===== src/rtl/lock_pkg.sv =====
// Shared types and constants for the keypad lock controller.
// Imported by the interface, the timer and the top level.
package lock_pkg;

    localparam int DIGIT_W = 4;
    localparam int TMR_W   = 16;

    typedef logic [2:0] state_t;

    localparam state_t ST_IDLE     = 3'd0;
    localparam state_t ST_ENTRY    = 3'd1;
    localparam state_t ST_CHECK    = 3'd2;
    localparam state_t ST_UNLOCKED = 3'd3;
    localparam state_t ST_PROGRAM  = 3'd4;
    localparam state_t ST_FAIL     = 3'd5;
    localparam state_t ST_LOCKOUT  = 3'd6;

    function automatic logic [1:0] sat_inc(
        input logic [1:0] v,
        input logic [1:0] lim
    );
        return (v >= lim) ? v : v + 2'd1;
    endfunction

endpackage


===== src/rtl/lock_controller_if.sv =====
// Keypad inputs and lock status outputs between a keypad source
// (master) and the lock controller (slave).
interface lock_controller_if;
    import lock_pkg::*;

    logic               key_valid;
    logic [DIGIT_W-1:0] key_digit;
    logic               key_enter;
    logic               key_clear;
    logic               prog_req;
    logic               unlock;
    logic               alarm;
    logic               locked_out;
    logic               busy;
    logic [1:0]         fail_count;

    modport master (
        output key_valid, key_digit, key_enter, key_clear, prog_req,
        input  unlock, alarm, locked_out, busy, fail_count
    );

    modport slave (
        input  key_valid, key_digit, key_enter, key_clear, prog_req,
        output unlock, alarm, locked_out, busy, fail_count
    );

endinterface


===== src/rtl/lock_timer.sv =====
// Loadable down-counter shared by the unlock hold and the lockout.
// Stops at zero; done is high while the count is zero.
module lock_timer
    import lock_pkg::*;
(
    input  logic             clk,
    input  logic             reset,
    input  logic             load,
    input  logic             en,
    input  logic [TMR_W-1:0] load_val,
    output logic             done
);

    logic [TMR_W-1:0] cnt;

    // load wins, otherwise count down and hold at zero
    always_ff @(posedge clk) begin
        if (reset) begin
            cnt <= '0;
        end else if (load) begin
            cnt <= load_val;
        end else if (en && (cnt != '0)) begin
            cnt <= cnt - TMR_W'(1);
        end
    end

    assign done = (cnt == '0);

endmodule


===== src/rtl/lock_controller.sv =====
// Keypad door lock: code entry, check, timed unlock, password
// programming and timed lockout after repeated failures.
module lock_controller
    import lock_pkg::*;
#(
    parameter int                    DIGITS         = 4,
    parameter int                    MAX_TRIES      = 3,
    parameter int                    UNLOCK_CYCLES  = 16,
    parameter int                    LOCKOUT_CYCLES = 64,
    parameter logic [4*DIGITS-1:0]   DEFAULT_CODE   = 16'hA5A5
) (
    input logic              clk,
    input logic              reset,
    lock_controller_if.slave bus
);

    localparam int CODE_W = DIGIT_W * DIGITS;
    localparam int CNT_W  = $clog2(DIGITS + 1);

    state_t            state, state_nx;
    logic [CODE_W-1:0] code_buf, buf_nx;
    logic [CODE_W-1:0] pw, pw_nx;
    logic [CNT_W-1:0]  cnt, cnt_nx;
    logic              ovf, ovf_nx;
    logic [1:0]        fail_cnt, fail_nx;

    logic              t_load;
    logic              t_en;
    logic [TMR_W-1:0]  t_val;
    logic              t_done;

    logic              full;
    logic              match;
    logic [CODE_W-1:0] shifted;

    assign full    = (cnt == CNT_W'(DIGITS));
    assign match   = full && !ovf && (code_buf == pw);
    assign shifted = (code_buf << DIGIT_W) | CODE_W'(bus.key_digit);

    lock_timer u_timer (
        .clk      (clk),
        .reset    (reset),
        .load     (t_load),
        .en       (t_en),
        .load_val (t_val),
        .done     (t_done)
    );

    // next-state and datapath updates, clear > enter > digit
    always_comb begin
        state_nx = state;
        buf_nx   = code_buf;
        cnt_nx   = cnt;
        ovf_nx   = ovf;
        pw_nx    = pw;
        fail_nx  = fail_cnt;
        t_load   = 1'b0;
        t_en     = 1'b0;
        t_val    = '0;
        case (state)
            ST_IDLE: begin
                if (bus.key_clear) begin
                    buf_nx = '0;
                    cnt_nx = '0;
                    ovf_nx = 1'b0;
                end else if (bus.key_enter) begin
                    state_nx = ST_IDLE;
                end else if (bus.key_valid) begin
                    buf_nx   = CODE_W'(bus.key_digit);
                    cnt_nx   = CNT_W'(1);
                    ovf_nx   = 1'b0;
                    state_nx = ST_ENTRY;
                end
            end
            ST_ENTRY, ST_PROGRAM: begin
                if (bus.key_clear) begin
                    buf_nx   = '0;
                    cnt_nx   = '0;
                    ovf_nx   = 1'b0;
                    state_nx = ST_IDLE;
                end else if (bus.key_enter) begin
                    if (state == ST_ENTRY) begin
                        state_nx = ST_CHECK;
                    end else begin
                        if (full && !ovf) begin
                            pw_nx = code_buf;
                        end
                        buf_nx   = '0;
                        cnt_nx   = '0;
                        ovf_nx   = 1'b0;
                        state_nx = ST_IDLE;
                    end
                end else if (bus.key_valid) begin
                    if (full) begin
                        ovf_nx = 1'b1;
                    end else begin
                        buf_nx = shifted;
                        cnt_nx = cnt + CNT_W'(1);
                    end
                end
            end
            ST_CHECK: begin
                buf_nx = '0;
                cnt_nx = '0;
                ovf_nx = 1'b0;
                t_load = 1'b1;
                if (match) begin
                    fail_nx  = 2'd0;
                    t_val    = TMR_W'(UNLOCK_CYCLES - 1);
                    state_nx = ST_UNLOCKED;
                end else begin
                    fail_nx = sat_inc(fail_cnt, 2'(MAX_TRIES));
                    if (fail_nx >= 2'(MAX_TRIES)) begin
                        t_val    = TMR_W'(LOCKOUT_CYCLES - 1);
                        state_nx = ST_LOCKOUT;
                    end else begin
                        t_load   = 1'b0;
                        state_nx = ST_FAIL;
                    end
                end
            end
            ST_UNLOCKED: begin
                t_en = 1'b1;
                if (t_done) begin
                    state_nx = ST_IDLE;
                end else if (bus.prog_req) begin
                    buf_nx   = '0;
                    cnt_nx   = '0;
                    ovf_nx   = 1'b0;
                    state_nx = ST_PROGRAM;
                end
            end
            ST_FAIL: begin
                state_nx = ST_IDLE;
            end
            ST_LOCKOUT: begin
                t_en = 1'b1;
                if (t_done) begin
                    fail_nx  = 2'd0;
                    state_nx = ST_IDLE;
                end
            end
            default: begin
                state_nx = ST_IDLE;
            end
        endcase
    end

    // state, entry buffer, password and failure count
    always_ff @(posedge clk) begin
        if (reset) begin
            state    <= ST_IDLE;
            code_buf <= '0;
            cnt      <= '0;
            ovf      <= 1'b0;
            pw       <= DEFAULT_CODE;
            fail_cnt <= 2'd0;
        end else begin
            state    <= state_nx;
            code_buf <= buf_nx;
            cnt      <= cnt_nx;
            ovf      <= ovf_nx;
            pw       <= pw_nx;
            fail_cnt <= fail_nx;
        end
    end

    // registered Moore outputs decoded from the current state
    always_ff @(posedge clk) begin
        if (reset) begin
            bus.unlock     <= 1'b0;
            bus.alarm      <= 1'b0;
            bus.locked_out <= 1'b0;
            bus.busy       <= 1'b0;
            bus.fail_count <= 2'd0;
        end else begin
            bus.unlock     <= (state == ST_UNLOCKED);
            bus.alarm      <= (state == ST_FAIL) ||
                              (state == ST_LOCKOUT);
            bus.locked_out <= (state == ST_LOCKOUT);
            bus.busy       <= (state != ST_IDLE);
            bus.fail_count <= fail_cnt;
        end
    end

endmodule


===== src/flat_wrapper.sv =====
// flat-port wrapper written by rule: the top's interface ports become plain ports
module lock_controller_flat import lock_pkg::*;
#(
    parameter int                    DIGITS         = 4,
    parameter int                    MAX_TRIES      = 3,
    parameter int                    UNLOCK_CYCLES  = 16,
    parameter int                    LOCKOUT_CYCLES = 64,
    parameter logic [4*DIGITS-1:0]   DEFAULT_CODE   = 16'hA5A5
)
  (clk, reset, bus_key_valid, bus_key_digit, bus_key_enter, bus_key_clear, bus_prog_req, bus_unlock, bus_alarm, bus_locked_out, bus_busy, bus_fail_count);
  lock_controller_if bus_i ();
  input logic clk;
  input logic reset;
  input wire logic [$bits(bus_i.key_valid)-1:0] bus_key_valid;
  input wire logic [$bits(bus_i.key_digit)-1:0] bus_key_digit;
  input wire logic [$bits(bus_i.key_enter)-1:0] bus_key_enter;
  input wire logic [$bits(bus_i.key_clear)-1:0] bus_key_clear;
  input wire logic [$bits(bus_i.prog_req)-1:0] bus_prog_req;
  output wire logic [$bits(bus_i.unlock)-1:0] bus_unlock;
  output wire logic [$bits(bus_i.alarm)-1:0] bus_alarm;
  output wire logic [$bits(bus_i.locked_out)-1:0] bus_locked_out;
  output wire logic [$bits(bus_i.busy)-1:0] bus_busy;
  output wire logic [$bits(bus_i.fail_count)-1:0] bus_fail_count;
  assign bus_i.key_valid = bus_key_valid;
  assign bus_i.key_digit = bus_key_digit;
  assign bus_i.key_enter = bus_key_enter;
  assign bus_i.key_clear = bus_key_clear;
  assign bus_i.prog_req = bus_prog_req;
  assign bus_unlock = bus_i.unlock;
  assign bus_alarm = bus_i.alarm;
  assign bus_locked_out = bus_i.locked_out;
  assign bus_busy = bus_i.busy;
  assign bus_fail_count = bus_i.fail_count;
  lock_controller #(.DIGITS(DIGITS), .MAX_TRIES(MAX_TRIES), .UNLOCK_CYCLES(UNLOCK_CYCLES), .LOCKOUT_CYCLES(LOCKOUT_CYCLES), .DEFAULT_CODE(DEFAULT_CODE)) u_core (.clk(clk), .reset(reset), .bus(bus_i));
endmodule

===== config.mk =====
export PLATFORM = sky130hd
export DESIGN_NAME = lock_controller_flat
export DESIGN_NICKNAME = d
export VERILOG_FILES = /design/src/rtl/lock_pkg.sv /design/src/rtl/lock_controller_if.sv /design/src/rtl/lock_timer.sv /design/src/rtl/lock_controller.sv /design/src/flat_wrapper.sv
export SDC_FILE = /design/constraint.sdc
export NUM_CORES = 1
export LEC_CHECK = 0
export CAP_MARGIN = 10
export CELL_PAD_IN_SITES_DETAIL_PLACEMENT = 1
export CELL_PAD_IN_SITES_GLOBAL_PLACEMENT = 2
export CORE_UTILIZATION = 40
export DETAILED_ROUTE_END_ITERATION = 8
export PLACE_DENSITY = 0.9
export SYNTH_ARGS = -nofsm -noshare
export SYNTH_HDL_FRONTEND = slang
export SYNTH_HIERARCHICAL = 1
export SYNTH_SLANG_ARGS = --single-unit

===== constraint.sdc =====
create_clock -name clk -period 4.6 [get_ports clk]
set_clock_uncertainty 0.2 [all_clocks]
set_input_delay 0.69 -clock clk [delete_from_list [all_inputs] [get_ports clk]]
set_output_delay 0.69 -clock clk [all_outputs]
set_load 0.01 [all_outputs]

Word-level counts from Yosys, hierarchy flattened
Index checks and enable logic that the tools add are counted.
W data, S select, Z words.

word-level totals
  flip-flop bits (word level) = 63
  input bits = 10
  logic and storage cells = 117

cells by class
  add/subtract/negate cells = 3
  magnitude comparators = 2
  equal/unequal tests = 21
  multiplexer cells = 57
  bitwise operators = 3
  reduce and logical (&&, ||, !) cells = 19

operators by type and width
  cell                     count
  $mux W16                 14
  $pmux W16 S4             1
  $mux W3                  18
  $eq A16 B16 Y1           1
  $logic_not A16 Y1        1
  $or A16 B4 Y16           1
  $reduce_and A8 Y1        2
  $reduce_bool A16 Y1      1
  $sub A16 B1 Y16 const B  1
  $pmux W3 S5              1
  $mux W1                  14
  $eq A3 B3 Y1 const B     4
  $ne A3 B3 Y1 const B     4
  $ne A4 B4 Y1 const B     3
  $pmux W3 S4              1
  $mux W2                  5
  $reduce_and A5 Y1        2
  $eq A3 B2 Y1 const B     2
  $mux W6                  1
  $ne A2 B2 Y1 const B     3
  $ge A2 B2 Y1 const B     2
  $ne A4 B3 Y1 const B     1
  $pmux W1 S4              1
  $pmux W2 S2              1
  15 further kinds         20

Longest topological paths before layout
  depth in word-level cells = 7
  depth in mapped cells = 11

By module
The synthesis kept the hierarchy.

by module, submodules not included
  module           times used  cells an instance  area an instance (µm²)
  lock_controller  1           238                2214.6
  lock_timer       1           114                944.7

Least setup slack after synthesis
Ideal clock, no wire load.

  path type = reg-to-reg
  from = reg u_core.u_timer.cnt[7]
  to = reg u_core.code_buf[10]
  arrival = 2289 ps
  data required time = 4283 ps
  slack = 1995 ps
  cell stages (with the launch flop) = 10
  buffers on the path = 2
  clock period less this slack = 2605 ps
  cells stage by stage = dfxtp_1 or4_4 and4bb_2 buf_6 inv_1 a21oi_1 nor3_4 and4b_4 buf_6 a22o_1

on the way
  longest elaborated chain between the ends = 3

ends and longest elaborated chain
  item                         RTL line                source
  start: declaration           lock_timer.sv:14        logic [TMR_W-1:0] cnt;
  start signal: assignment     lock_timer.sv:21        cnt <= load_val;
  start signal: assignment     lock_timer.sv:23        cnt <= cnt - TMR_W'(1);
  $logic_not A16 Y1            lock_timer.sv:27        assign done = (cnt == '0);
  named net u_core.t_done      lock_controller.sv:30   logic t_done;
  $ne A2 B2 Y1 (no line)       --
  $reduce_and A8 Y1 (no line)  --
  end signal: assignment       lock_controller.sv:160  code_buf <= buf_nx;
  end: declaration             lock_controller.sv:21   logic [CODE_W-1:0] code_buf, buf_nx;

The timed path passes the listed nets, and every way through them passes these cells.
A chain may end at the register's enable or synchronous reset.

Worst setup path in the final report
  from = reg u_core.code_buf[8]
  to = reg u_core.u_timer.cnt[14]

on the way
  longest elaborated chain between the ends = 5

ends and longest elaborated chain
  item                                            RTL line                source
  $eq A16 B16 Y1 (*)                              lock_controller.sv:37   assign match = full && !ovf && (code_buf == pw);
  $logic_and A1 B1 Y1 (*)                         lock_controller.sv:37
  $mux W1 (*)                                     lock_controller.sv:107  if (match) begin
  $mux W1 (*)                                     lock_controller.sv:60   case (state)
  named net u_core.t_load                         lock_controller.sv:27   logic t_load;
  $mux W16 or $reduce_bool A2 Y1 (tied branches)  --

Mark *: on every way through the listed nets, which the timed path passes. The rest lies on a longest branch.

==> impl_results.md <==
* Cells after synthesis at 352
* CORE AREA at 7690 um2
* Starting Density at 41.1%
* Per-cell routed wire length at 15.4 um
* Flop2flop setup slack at 1.56 ns
* Setup bufs post-CTS at 0
* Worst skew pair latency at 0.34 ns
* Pin slew with the least headroom to its limit at 1.00 ns
* Initial antenna violation count at 0
* Die height at 90.9 um
* CTS root buffer: clkbuf_8
* PwrDens at 308 nW/um2
* Largest net degree at the start of global routing at 39
* I/O pin cnt at 16
* GR Overflow Total at 0
* Top cell type's share of synthesized area at 39.9%
* First-pass GRT wire length at 12500 um
* Synth unique cells at 64
* Routed WL at 7380 um
* Vias in the first global route at 2546
* Hold_buf cts at 0
* P_leak at 1.41 nW
* Min-delay worst type: flop to flop
* CTS resizes at 0
* Site Rows at 32
* Setup crit end: u_core/u_timer/cnt[14]
* Yosys warning total at 6
* Crit. Startpoint: u_core/code_buf[8]
* Die ar. at 8260 um2
* H-tree Lvls at 3
* DR DRC count at 0
* Fillers at 923
* Total number of vias at 2565
* CTS tree: yes
* Worst-path clk slew at 0.07 ns
* Hold WS at 0.304 ns
* Ratio of cells with drive above 1 in the final layout at 10.4%
* Most used standard cell by instance count after synthesis: dfxtp_1
* EDFF count, synth at 0
* Fraction of registers with async set/reset at 0%
* Rel. slew slack at 32.7%
* Post-route ant nets at 0
* Drt first-iter violations at 75
* Setup violators final at 0
* CTS buffer count at 9
* Clock sink count at 63
* Final Wtd Congestion at 0.783
* Max Clock Freq at 329 MHz
* Overall routing resource usage at 19.0%
* IO buf count at 15
* Final setup TNS at 0 ns
* Crit path required time at 4.60 ns
* Setup ws final at 1.56 ns
* Worst setup path class: flop to flop
* Worst endpoint data arrival time at 3.03 ns
* Crit Path Max Fanout at 27
* Status: completed
* Fin nets at 384
* Final slew viol count at 0
* FF-to-FF path depth at 8
* Final Cycle Share at 66.0%
* Pre-CTS WS at 1.54 ns
* RSZ-0062 raised after global routing: no
* Critical R2R Launch: u_core/code_buf[8]
* Layout area overhead at 12.8%
* Clock buffer depth at 2
* Crit end category: flop
* Synth top cells by count: dfxtp_1 (63), nor2_1 (40), nand2_1 (32), mux2i_1 (23), a21oi_1 (18)
* Via/cell ratio at 5.37
* Seq/Total Area, Yosys at 39.9%
* Final hold violations at 0
* Maxcap violations at 0
* Drt first pass iters at 4
* Worst ir drop on vdd at 0.172 mV
* Ys flop type: dfxtp_1
* Synth area leader: dfxtp_1
* Number of synthesized register bits at 63
* Dpl hpwl at 5050 um
* Post-Layout Inst Area at 3560 um2
* Antenna cells at 0
* Die W at 90.9 um
* Reg2reg end: u_core/u_timer/cnt[14]
* Synth top area cells: dfxtp_1 (40%), mux2i_1 (7.3%), nor2_1 (4.8%), xor2_1 (3.9%), nand2_1 (3.8%)
* Min Tclk post-route at 3.04 ns
* Mapped Area at 3160 um2
* Crit start category: flop
* Area post-placement at 3360 um2
* Mapped Avg Cell Area at 8.98 um2
==> flip-flops by register name, indices dropped and copies added, names as in the netlist, 2 cells and up <==
signal	flops
u_core/pw	16
u_core/bus.fail_count	2
u_core/u_timer/cnt	16
u_core/code_buf	16
u_core/fail_cnt	2
u_core/state	3
u_core/cnt	3
==> cell type report <==
cell class,count,area [um2],share of cell area [%]
Inverter,11,41.3,1.16
Clock buffer,9,124,3.48
Tap cell,102,128,3.58
Multi-Input combinational cell,270,1780,49.9
Sequential cell,63,1260,35.4
Timing Repair Buffer,16,158,4.43
Clock inverter,7,73.8,2.07
==> metrics by stage <==
step | total power [mW] | cells | util, %
6_report | 1.10 | 478 | 46.3
5_1_grt | 1.14 | 478 | 46.3
4_1_cts | 1.11 | 478 | 46.3
3_5_place_dp | 0.630 | 462 | 43.8
3_3_place_gp | 0.628 | 462 | 43.8
2_1_floorplan | 0.609 | 361 | -
==> where the power goes <==
part	total [mW]	switching (mW)	internal [mW]
clock	0.479	0.228	0.251
combinational	0.0606	0.0346	0.0260
sequential	0.556	0.00742	0.549
==> cells by family (layout without fill, tap and decap cells) <==
logic type	count (synthesis)	count (layout)	synth area share (%)
and+or+nand+nor	131	131	21.8
muxes	24	24	7.64
AOI/OAI and AO/OA	76	76	17.1
other	1	10	0.119
DFF	63	63	39.9
buffers and inverters	28	43	4.91
adders and majority gates	4	4	1.54
xor gates and xnor gates	25	25	6.93
==> worst max-delay path: stages (launching register included) <==
cell and delay [ns]:
dfxtp_1 0.35, xor2_1 0.18, nor4_1 0.37, nand4_1 0.26
nor2_1 0.18, o21a_1 0.28, clkinv_1 0.64, o21bai_1 0.36
a21oi_1 0.07
==> how the worst min path moves through the flow <==
stage / start / to / cells after the start
3_5_place_dp: u_core/pw[0] / u_core/pw[0] / 2
4_1_cts: u_core/fail_cnt[0] / u_core/bus.fail_count[0] / 2
5_1_grt: u_core/pw[2] / u_core/pw[2] / 2
6_report: u_core/pw[7] / u_core/pw[7] / 2
3_3_place_gp: u_core/fail_cnt[0] / u_core/bus.fail_count[0] / 2
2_1_floorplan: u_core/fail_cnt[0] / u_core/bus.fail_count[0] / 2
==> layer usage <==
layer	wire length, um	vias to the layer above	global-route usage [%]
li1	-	1290	-
met2	3520	29	31.9
met4	53	0	4.76
met3	198	6	4.63
met1	3610	1240	24.4
met5	0	-	0
==> placed cells by master (no fill, tap or decap), drive strengths merged, types with 3 or more instances in the layout <==
cell and n:
nand3 3, nor3 13, o21bai 3, xnor2 11, or3 5, clkdlybuf4s50 15
mux2i 23, a21oi 19, nand2b 4, nor4 8, clkbuf 9, a311oi 4
inv 10, dfxtp 63, a22o 13, nand2 34, clkinv 6, nor2 40
a211oi 9, or2 4, ha 3, nor3b 4, xor2 14, o21ai 14
conb 10
Power figures use the tool's default switching activity.
